`config.mk`:
```
export PLATFORM = sky130hd
export DESIGN_NAME = control_sequencer_module_flat
export DESIGN_NICKNAME = d
export VERILOG_FILES = /design/src/rtl/control_sequencer_module_if.sv /design/src/rtl/control_sequencer_module.sv /design/src/flat_wrapper.sv
export SDC_FILE = /design/constraint.sdc
export NUM_CORES = 1
export LEC_CHECK = 0
export ABC_AREA = 0
export CORE_AREA = 10 10 47 49
export DETAILED_ROUTE_END_ITERATION = 10
export DIE_AREA = 0 0 57 59
export PLACE_DENSITY = 0.75
export SLEW_MARGIN = 5
export SYNTH_ARGS = -nofsm -noshare
export SYNTH_HDL_FRONTEND = slang
export SYNTH_SLANG_ARGS = --single-unit
```
`constraint.sdc`:
```
create_clock -name clk -period 5.3 [get_ports clk]
set_clock_uncertainty 0.2 [all_clocks]
set_input_delay 1.06 -clock clk [delete_from_list [all_inputs] [get_ports clk]]
set_output_delay 1.06 -clock clk [all_outputs]
set_load 0.02 [all_outputs]
```
`src/rtl/control_sequencer_module_if.sv`:
```
// Control-sequencer bus bundle: run/opcode/flags in, ie/oe/step strobes and status out.
interface control_sequencer_module_if;
  logic       run;
  logic [3:0] opcode;
  logic       flag_c;
  logic       flag_z;

  logic pc_ie, pc_oe, pc_step;
  logic mar_ie;
  logic ram_ie, ram_oe;
  logic ir_ie, ir_oe;
  logic a_ie, a_oe;
  logic b_ie;
  logic alu_oe, alu_sub;
  logic flags_ie;
  logic out_ie;

  logic       halted;
  logic [2:0] tstate;

  // Sequencer side
  modport master (
    input  run, opcode, flag_c, flag_z,
    output pc_ie, pc_oe, pc_step, mar_ie, ram_ie, ram_oe, ir_ie, ir_oe,
           a_ie, a_oe, b_ie, alu_oe, alu_sub, flags_ie, out_ie,
           halted, tstate
  );

  // Register-module / controller side
  modport slave (
    output run, opcode, flag_c, flag_z,
    input  pc_ie, pc_oe, pc_step, mar_ie, ram_ie, ram_oe, ir_ie, ir_oe,
           a_ie, a_oe, b_ie, alu_oe, alu_sub, flags_ie, out_ie,
           halted, tstate
  );
endinterface

```
`src/rtl/control_sequencer_module.sv`:
```
// Microstep controller for the 8-bit bus machine: 5-step T-state counter plus
// combinational strobe decode of (tstate, opcode). Strobes are gated by
// run & ~halted & rst so a paused or reset machine never latches anything.
// Optional feature macro: COND_JUMP_EN (adds JC 0x7 / JZ 0x8).
module control_sequencer_module #(
  parameter logic [3:0] OUT_OPCODE = 4'hE,
  parameter logic [3:0] HLT_OPCODE = 4'hF
) (
  input logic                        clk,
  input logic                        rst,
  control_sequencer_module_if.master bus
);

  typedef enum logic [2:0] {
    T0 = 3'd0,
    T1 = 3'd1,
    T2 = 3'd2,
    T3 = 3'd3,
    T4 = 3'd4
  } tstate_e;

  tstate_e state_q, state_d;
  logic    halted_q, halted_d;
  logic    strobe_en;

  logic pc_ie, pc_oe, pc_step, mar_ie, ram_ie, ram_oe, ir_ie, ir_oe;
  logic a_ie, a_oe, b_ie, alu_oe, alu_sub, flags_ie, out_ie;

`ifndef COND_JUMP_EN
  logic unused_flags;
  assign unused_flags = bus.flag_c ^ bus.flag_z;
`endif

  // State register: T-state counter and halt latch
  always_ff @(posedge clk or negedge rst) begin
    if (!rst) begin
      state_q  <= T0;
      halted_q <= 1'b0;
    end else begin
      state_q  <= state_d;
      halted_q <= halted_d;
    end
  end

  // Next state: advance while running and not halted; HLT freezes in T2
  always_comb begin
    state_d  = state_q;
    halted_d = halted_q;
    if (bus.run && !halted_q) begin
      if (state_q == T2 && bus.opcode == HLT_OPCODE) begin
        halted_d = 1'b1;
      end else begin
        case (state_q)
          T0:      state_d = T1;
          T1:      state_d = T2;
          T2:      state_d = T3;
          T3:      state_d = T4;
          default: state_d = T0;
        endcase
      end
    end
  end

  assign strobe_en = bus.run & ~halted_q & rst;

  // Strobe decode: fetch in T0/T1, opcode-specific execute in T2..T4
  always_comb begin
    pc_ie    = 1'b0;
    pc_oe    = 1'b0;
    pc_step  = 1'b0;
    mar_ie   = 1'b0;
    ram_ie   = 1'b0;
    ram_oe   = 1'b0;
    ir_ie    = 1'b0;
    ir_oe    = 1'b0;
    a_ie     = 1'b0;
    a_oe     = 1'b0;
    b_ie     = 1'b0;
    alu_oe   = 1'b0;
    alu_sub  = 1'b0;
    flags_ie = 1'b0;
    out_ie   = 1'b0;
    if (strobe_en) begin
      if (state_q == T0) begin
        pc_oe  = 1'b1;
        mar_ie = 1'b1;
      end else if (state_q == T1) begin
        ram_oe  = 1'b1;
        ir_ie   = 1'b1;
        pc_step = 1'b1;
      end else if (bus.opcode == HLT_OPCODE) begin
        // HLT issues nothing; the halt latch is set by the next-state logic
      end else if (bus.opcode == OUT_OPCODE) begin
        if (state_q == T2) begin
          a_oe   = 1'b1;
          out_ie = 1'b1;
        end
      end else begin
        case (bus.opcode)
          4'h1: begin // LDA
            if (state_q == T2) begin ir_oe = 1'b1; mar_ie = 1'b1; end
            if (state_q == T3) begin ram_oe = 1'b1; a_ie = 1'b1; end
          end
          4'h2, 4'h3: begin // ADD / SUB
            if (state_q == T2) begin ir_oe = 1'b1; mar_ie = 1'b1; end
            if (state_q == T3) begin ram_oe = 1'b1; b_ie = 1'b1; end
            if (state_q == T4) begin
              alu_oe   = 1'b1;
              a_ie     = 1'b1;
              flags_ie = 1'b1;
              alu_sub  = (bus.opcode == 4'h3);
            end
          end
          4'h4: begin // STA
            if (state_q == T2) begin ir_oe = 1'b1; mar_ie = 1'b1; end
            if (state_q == T3) begin a_oe = 1'b1; ram_ie = 1'b1; end
          end
          4'h5: begin // LDI
            if (state_q == T2) begin ir_oe = 1'b1; a_ie = 1'b1; end
          end
          4'h6: begin // JMP
            if (state_q == T2) begin ir_oe = 1'b1; pc_ie = 1'b1; end
          end
`ifdef COND_JUMP_EN
          4'h7: begin // JC
            if (state_q == T2 && bus.flag_c) begin ir_oe = 1'b1; pc_ie = 1'b1; end
          end
          4'h8: begin // JZ
            if (state_q == T2 && bus.flag_z) begin ir_oe = 1'b1; pc_ie = 1'b1; end
          end
`endif
          default: begin
          end
        endcase
      end
    end
  end

  assign bus.pc_ie    = pc_ie;
  assign bus.pc_oe    = pc_oe;
  assign bus.pc_step  = pc_step;
  assign bus.mar_ie   = mar_ie;
  assign bus.ram_ie   = ram_ie;
  assign bus.ram_oe   = ram_oe;
  assign bus.ir_ie    = ir_ie;
  assign bus.ir_oe    = ir_oe;
  assign bus.a_ie     = a_ie;
  assign bus.a_oe     = a_oe;
  assign bus.b_ie     = b_ie;
  assign bus.alu_oe   = alu_oe;
  assign bus.alu_sub  = alu_sub;
  assign bus.flags_ie = flags_ie;
  assign bus.out_ie   = out_ie;
  assign bus.halted   = halted_q;
  assign bus.tstate   = 3'(state_q);

endmodule
```
`src/flat_wrapper.sv`:
```
// flat-port wrapper written by rule: the top's interface ports become plain ports
module control_sequencer_module_flat 
#(
  parameter logic [3:0] OUT_OPCODE = 4'hE,
  parameter logic [3:0] HLT_OPCODE = 4'hF
)
  (clk, rst, bus_run, bus_opcode, bus_flag_c, bus_flag_z, bus_pc_ie, bus_pc_oe, bus_pc_step, bus_mar_ie, bus_ram_ie, bus_ram_oe, bus_ir_ie, bus_ir_oe, bus_a_ie, bus_a_oe, bus_b_ie, bus_alu_oe, bus_alu_sub, bus_flags_ie, bus_out_ie, bus_halted, bus_tstate);
  control_sequencer_module_if bus_i ();
  input logic clk;
  input logic rst;
  input wire logic [$bits(bus_i.run)-1:0] bus_run;
  input wire logic [$bits(bus_i.opcode)-1:0] bus_opcode;
  input wire logic [$bits(bus_i.flag_c)-1:0] bus_flag_c;
  input wire logic [$bits(bus_i.flag_z)-1:0] bus_flag_z;
  output wire logic [$bits(bus_i.pc_ie)-1:0] bus_pc_ie;
  output wire logic [$bits(bus_i.pc_oe)-1:0] bus_pc_oe;
  output wire logic [$bits(bus_i.pc_step)-1:0] bus_pc_step;
  output wire logic [$bits(bus_i.mar_ie)-1:0] bus_mar_ie;
  output wire logic [$bits(bus_i.ram_ie)-1:0] bus_ram_ie;
  output wire logic [$bits(bus_i.ram_oe)-1:0] bus_ram_oe;
  output wire logic [$bits(bus_i.ir_ie)-1:0] bus_ir_ie;
  output wire logic [$bits(bus_i.ir_oe)-1:0] bus_ir_oe;
  output wire logic [$bits(bus_i.a_ie)-1:0] bus_a_ie;
  output wire logic [$bits(bus_i.a_oe)-1:0] bus_a_oe;
  output wire logic [$bits(bus_i.b_ie)-1:0] bus_b_ie;
  output wire logic [$bits(bus_i.alu_oe)-1:0] bus_alu_oe;
  output wire logic [$bits(bus_i.alu_sub)-1:0] bus_alu_sub;
  output wire logic [$bits(bus_i.flags_ie)-1:0] bus_flags_ie;
  output wire logic [$bits(bus_i.out_ie)-1:0] bus_out_ie;
  output wire logic [$bits(bus_i.halted)-1:0] bus_halted;
  output wire logic [$bits(bus_i.tstate)-1:0] bus_tstate;
  assign bus_i.run = bus_run;
  assign bus_i.opcode = bus_opcode;
  assign bus_i.flag_c = bus_flag_c;
  assign bus_i.flag_z = bus_flag_z;
  assign bus_pc_ie = bus_i.pc_ie;
  assign bus_pc_oe = bus_i.pc_oe;
  assign bus_pc_step = bus_i.pc_step;
  assign bus_mar_ie = bus_i.mar_ie;
  assign bus_ram_ie = bus_i.ram_ie;
  assign bus_ram_oe = bus_i.ram_oe;
  assign bus_ir_ie = bus_i.ir_ie;
  assign bus_ir_oe = bus_i.ir_oe;
  assign bus_a_ie = bus_i.a_ie;
  assign bus_a_oe = bus_i.a_oe;
  assign bus_b_ie = bus_i.b_ie;
  assign bus_alu_oe = bus_i.alu_oe;
  assign bus_alu_sub = bus_i.alu_sub;
  assign bus_flags_ie = bus_i.flags_ie;
  assign bus_out_ie = bus_i.out_ie;
  assign bus_halted = bus_i.halted;
  assign bus_tstate = bus_i.tstate;
  control_sequencer_module #(.OUT_OPCODE(OUT_OPCODE), .HLT_OPCODE(HLT_OPCODE)) u_core (.clk(clk), .rst(rst), .bus(bus_i));
endmodule
```
==> run_results.csv <==
group,metric,value,unit
logic_synthesis,synth_area,488.0,um2
logic_synthesis,ys_types,32,
cts,clock_sinks,4,
floorplanning,die-height,59,um
cts,post-cts-setup-buffers,0,
floorplanning,io-pin-count,28,
worst_setup_path,cpMostUsedCell,"clkdlybuf4s50_1",
timing,period_needed,4729,ps
hold_path,hold_path_class,"reg -> reg",
worst_setup_path,cp.required,4040,ps
timing,setup_viol,0,
logic_synthesis,ys_seq_elements,4,
placement,dp_hpwl,1142,um
timing,setup_tns,0,ps
floorplanning,start_util,0.3482,
final_layout,diodes,0,
logic_synthesis,synthesis.nets,79,
final_layout,final_nets,100,
timing,relSlewSlack,0.6786,
global_routing,grt_max_degree,18,
cts,cts_buffers,3,
detailed_routing,routed_via_density,5.324,
detailed_routing,drc,0,
global_routing,grt_pass1_vias,585,
logic_synthesis,async_reset_ff_frac,1.000,
cts,root_buffer,"clkbuf_4",
logic_synthesis,ys.flop_type,"dfrtp_1",
final_layout,drive_above_1_share,0.07865,
timing,timing.fmax,211.5,MHz
cts,htreeDepth,1,
logic_synthesis,ys_seq_area_frac,0.2051,
timing,finalHoldViolCount,0,
cts,clk_latency,240,ps
logic_synthesis,yosys_warnings,0,
global_routing,antenna_found_initial,0,
placement,gp_congestion,0.7830,
timing,min_period_over_period,0.8922,
worst_setup_path,path_cells,"clkdlybuf4s50_1, or4b_4, nor4b_1, and2_1, clkdlybuf4s50_1",
detailed_routing,wl,1485,um
floorplanning,row_count,14,
worst_setup_path,cp-start-kind,"input port",
detailed_routing,vias,559,
logic_synthesis,synth-edff-count,0,
logic_synthesis,syn_avg_cell_area,6.971,um2
cts,ctsHoldBuffers,0,
global_routing,overflow,0,
timing,grt_setup_unrepaired,"no",
power_and_ir_drop,p_per_area,350.0,mW/mm2
floorplanning,fp.dieW,57,um
global_routing,grt_pass1_wl,2573,um
timing,drv_slew,0,
detailed_routing,wire_per_inst,14.14,um
worst_setup_path,path_max_fanout,12,
floorplanning,core_area,0.001401,mm2
global_routing,track_usage,0.09221,
worst_setup_path,critPathMaxStageDelay,690,ps
worst_setup_path,path_class,"in -> out",
floorplanning,dieArea,0.003363,mm2
logic_synthesis,synth_top_area_frac,0.2051,
timing,tightest_slew,482.1,ps
worst_setup_path,arrival,3470,ps
logic_synthesis,ys_top_cells_by_area,"dfrtp_1 21%, nand2_1 6.2%, nor2_1 6.2%",
detailed_routing,firstDrtPassIters,4,
final_layout,final_util,0.5214,
final_layout,area_growth,49.74,%
worst_setup_path,end_kind,"output pin",
power_and_ir_drop,irDropWorstVdd,0.2053,mV
cts,cts_buffer_depth,2,
logic_synthesis,synth_top_area_cell,"dfrtp_1",
cts,tritoncts,"built",
cts,ctsResizeCount,0,
detailed_routing,postRouteAntennaNets,0,
outcome,run_status,"finished, final reports clean",
detailed_routing,drt-initial-drc-count,10,
logic_synthesis,synth_cells,70,
worst_setup_path,cp_slowest_cell,"clkdlybuf4s50_1",
cts,clk_pin_slew,40,ps
placement,io_buffers,25,
flow_run,cap_violations,0,
power_and_ir_drop,power_leakage,0.2554,nW
logic_synthesis,synth_common_cells,"8 x nand2_1, 8 x nor2_1, 5 x clkbuf_1, 5 x nand3_1, 5 x o21ai_0",
==> stage by stage <==
step	hold WS (ps)	power [W]	instance area [um2]	instances	setup slack (ps)
finish	349.4	0.0002558	730.7	105	571.3
global route	386.0	0.0002783	730.7	105	323.9
CTS	355.8	0.0002594	730.7	105	561.1
detailed placement	345.8	0.0002186	708.2	102	568.5
global placement	339.3	0.0002160	708.2	102	595.1
floorplan	452.4	0.0001640	488.0	70	1130
==> layout by cell type (no fill, tap or decap), drive strengths merged <==
cell type / count
clkdlybuf4s50: 25
nor2: 8
nand2: 8
nand3: 5
o21ai: 5
nor2b: 4
dfrtp: 4
nor3: 3
nor4: 3
clkbuf: 3
a21oi: 2
or3b: 2
inv: 1
nand3b: 1
or4b: 1
nor4b: 1
and2: 1
and3b: 1
xor2: 1
nand4: 1
o211ai: 1
a211oi: 1
o2111ai: 1
o21a: 1
o31a: 1
a31o: 1
nand2b: 1
nor3b: 1
mux2i: 1
==> state kept, by name, summed over array words and instances (netlist names) <==
register	count
u_core.bus.tstate	3
u_core.bus.halted	1
==> final cells by class <==
class | instances | area [um2]
fillers | 149 | 670.6
flip-flops and latches | 4 | 100.1
well taps | 16 | 20.02
clock buffers | 3 | 22.52
repair buffers | 25 | 250.2
inverters | 1 | 3.754
multi-input cells | 56 | 334.1
==> worst paths after layout <==
check / from / to / slack, ps / depth (start not counted)
max in group asynchronous: rst / u_core.bus.tstate[1] / 3820 / 1
hold reg to reg: u_core.bus.halted / u_core.bus.halted / 350 / 1
setup reg to reg: u_core.bus.tstate[1] / u_core.bus.tstate[0] / 3920 / 3
hold / removal: u_core.bus.halted / u_core.bus.halted / 350 / 1
setup / recovery: bus_opcode[1] / bus_alu_sub / 570 / 5
min in group asynchronous: rst / u_core.bus.halted / 870 / 1
==> critical path: cells and delay by family <==
kind	cells	cell delay (ps)
buf+inv	2	1290
simple gates	3	1120
==> kinds of logic after synthesis <==
group / after synthesis / share of synthesized area
DFF: 4 / 0.2051
AOI/OAI and AO/OA: 13 / 0.1821
muxes: 1 / 0.02051
and+or+nand+nor: 41 / 0.4641
buffers and inverters: 10 / 0.1102
xor gates and xnor gates: 1 / 0.01795
==> report_power, final <==
part / internal (W) / leakage, nW / switching, W
logic: 0.0000668 / 0.192 / 0.0000677
registers: 0.0000440 / 0.0494 / 0.0000391
clock network: 0.0000253 / 0.0138 / 0.0000128
==> layer usage <==
metal	GRT usage	wire (um)	share of wire
met5	0	0	0
met3	0.06438	219	0.15
met1	0.1038	629	0.42
met2	0.1287	636	0.43
met4	0.04362	0	0
Power figures use the tool's default switching activity.
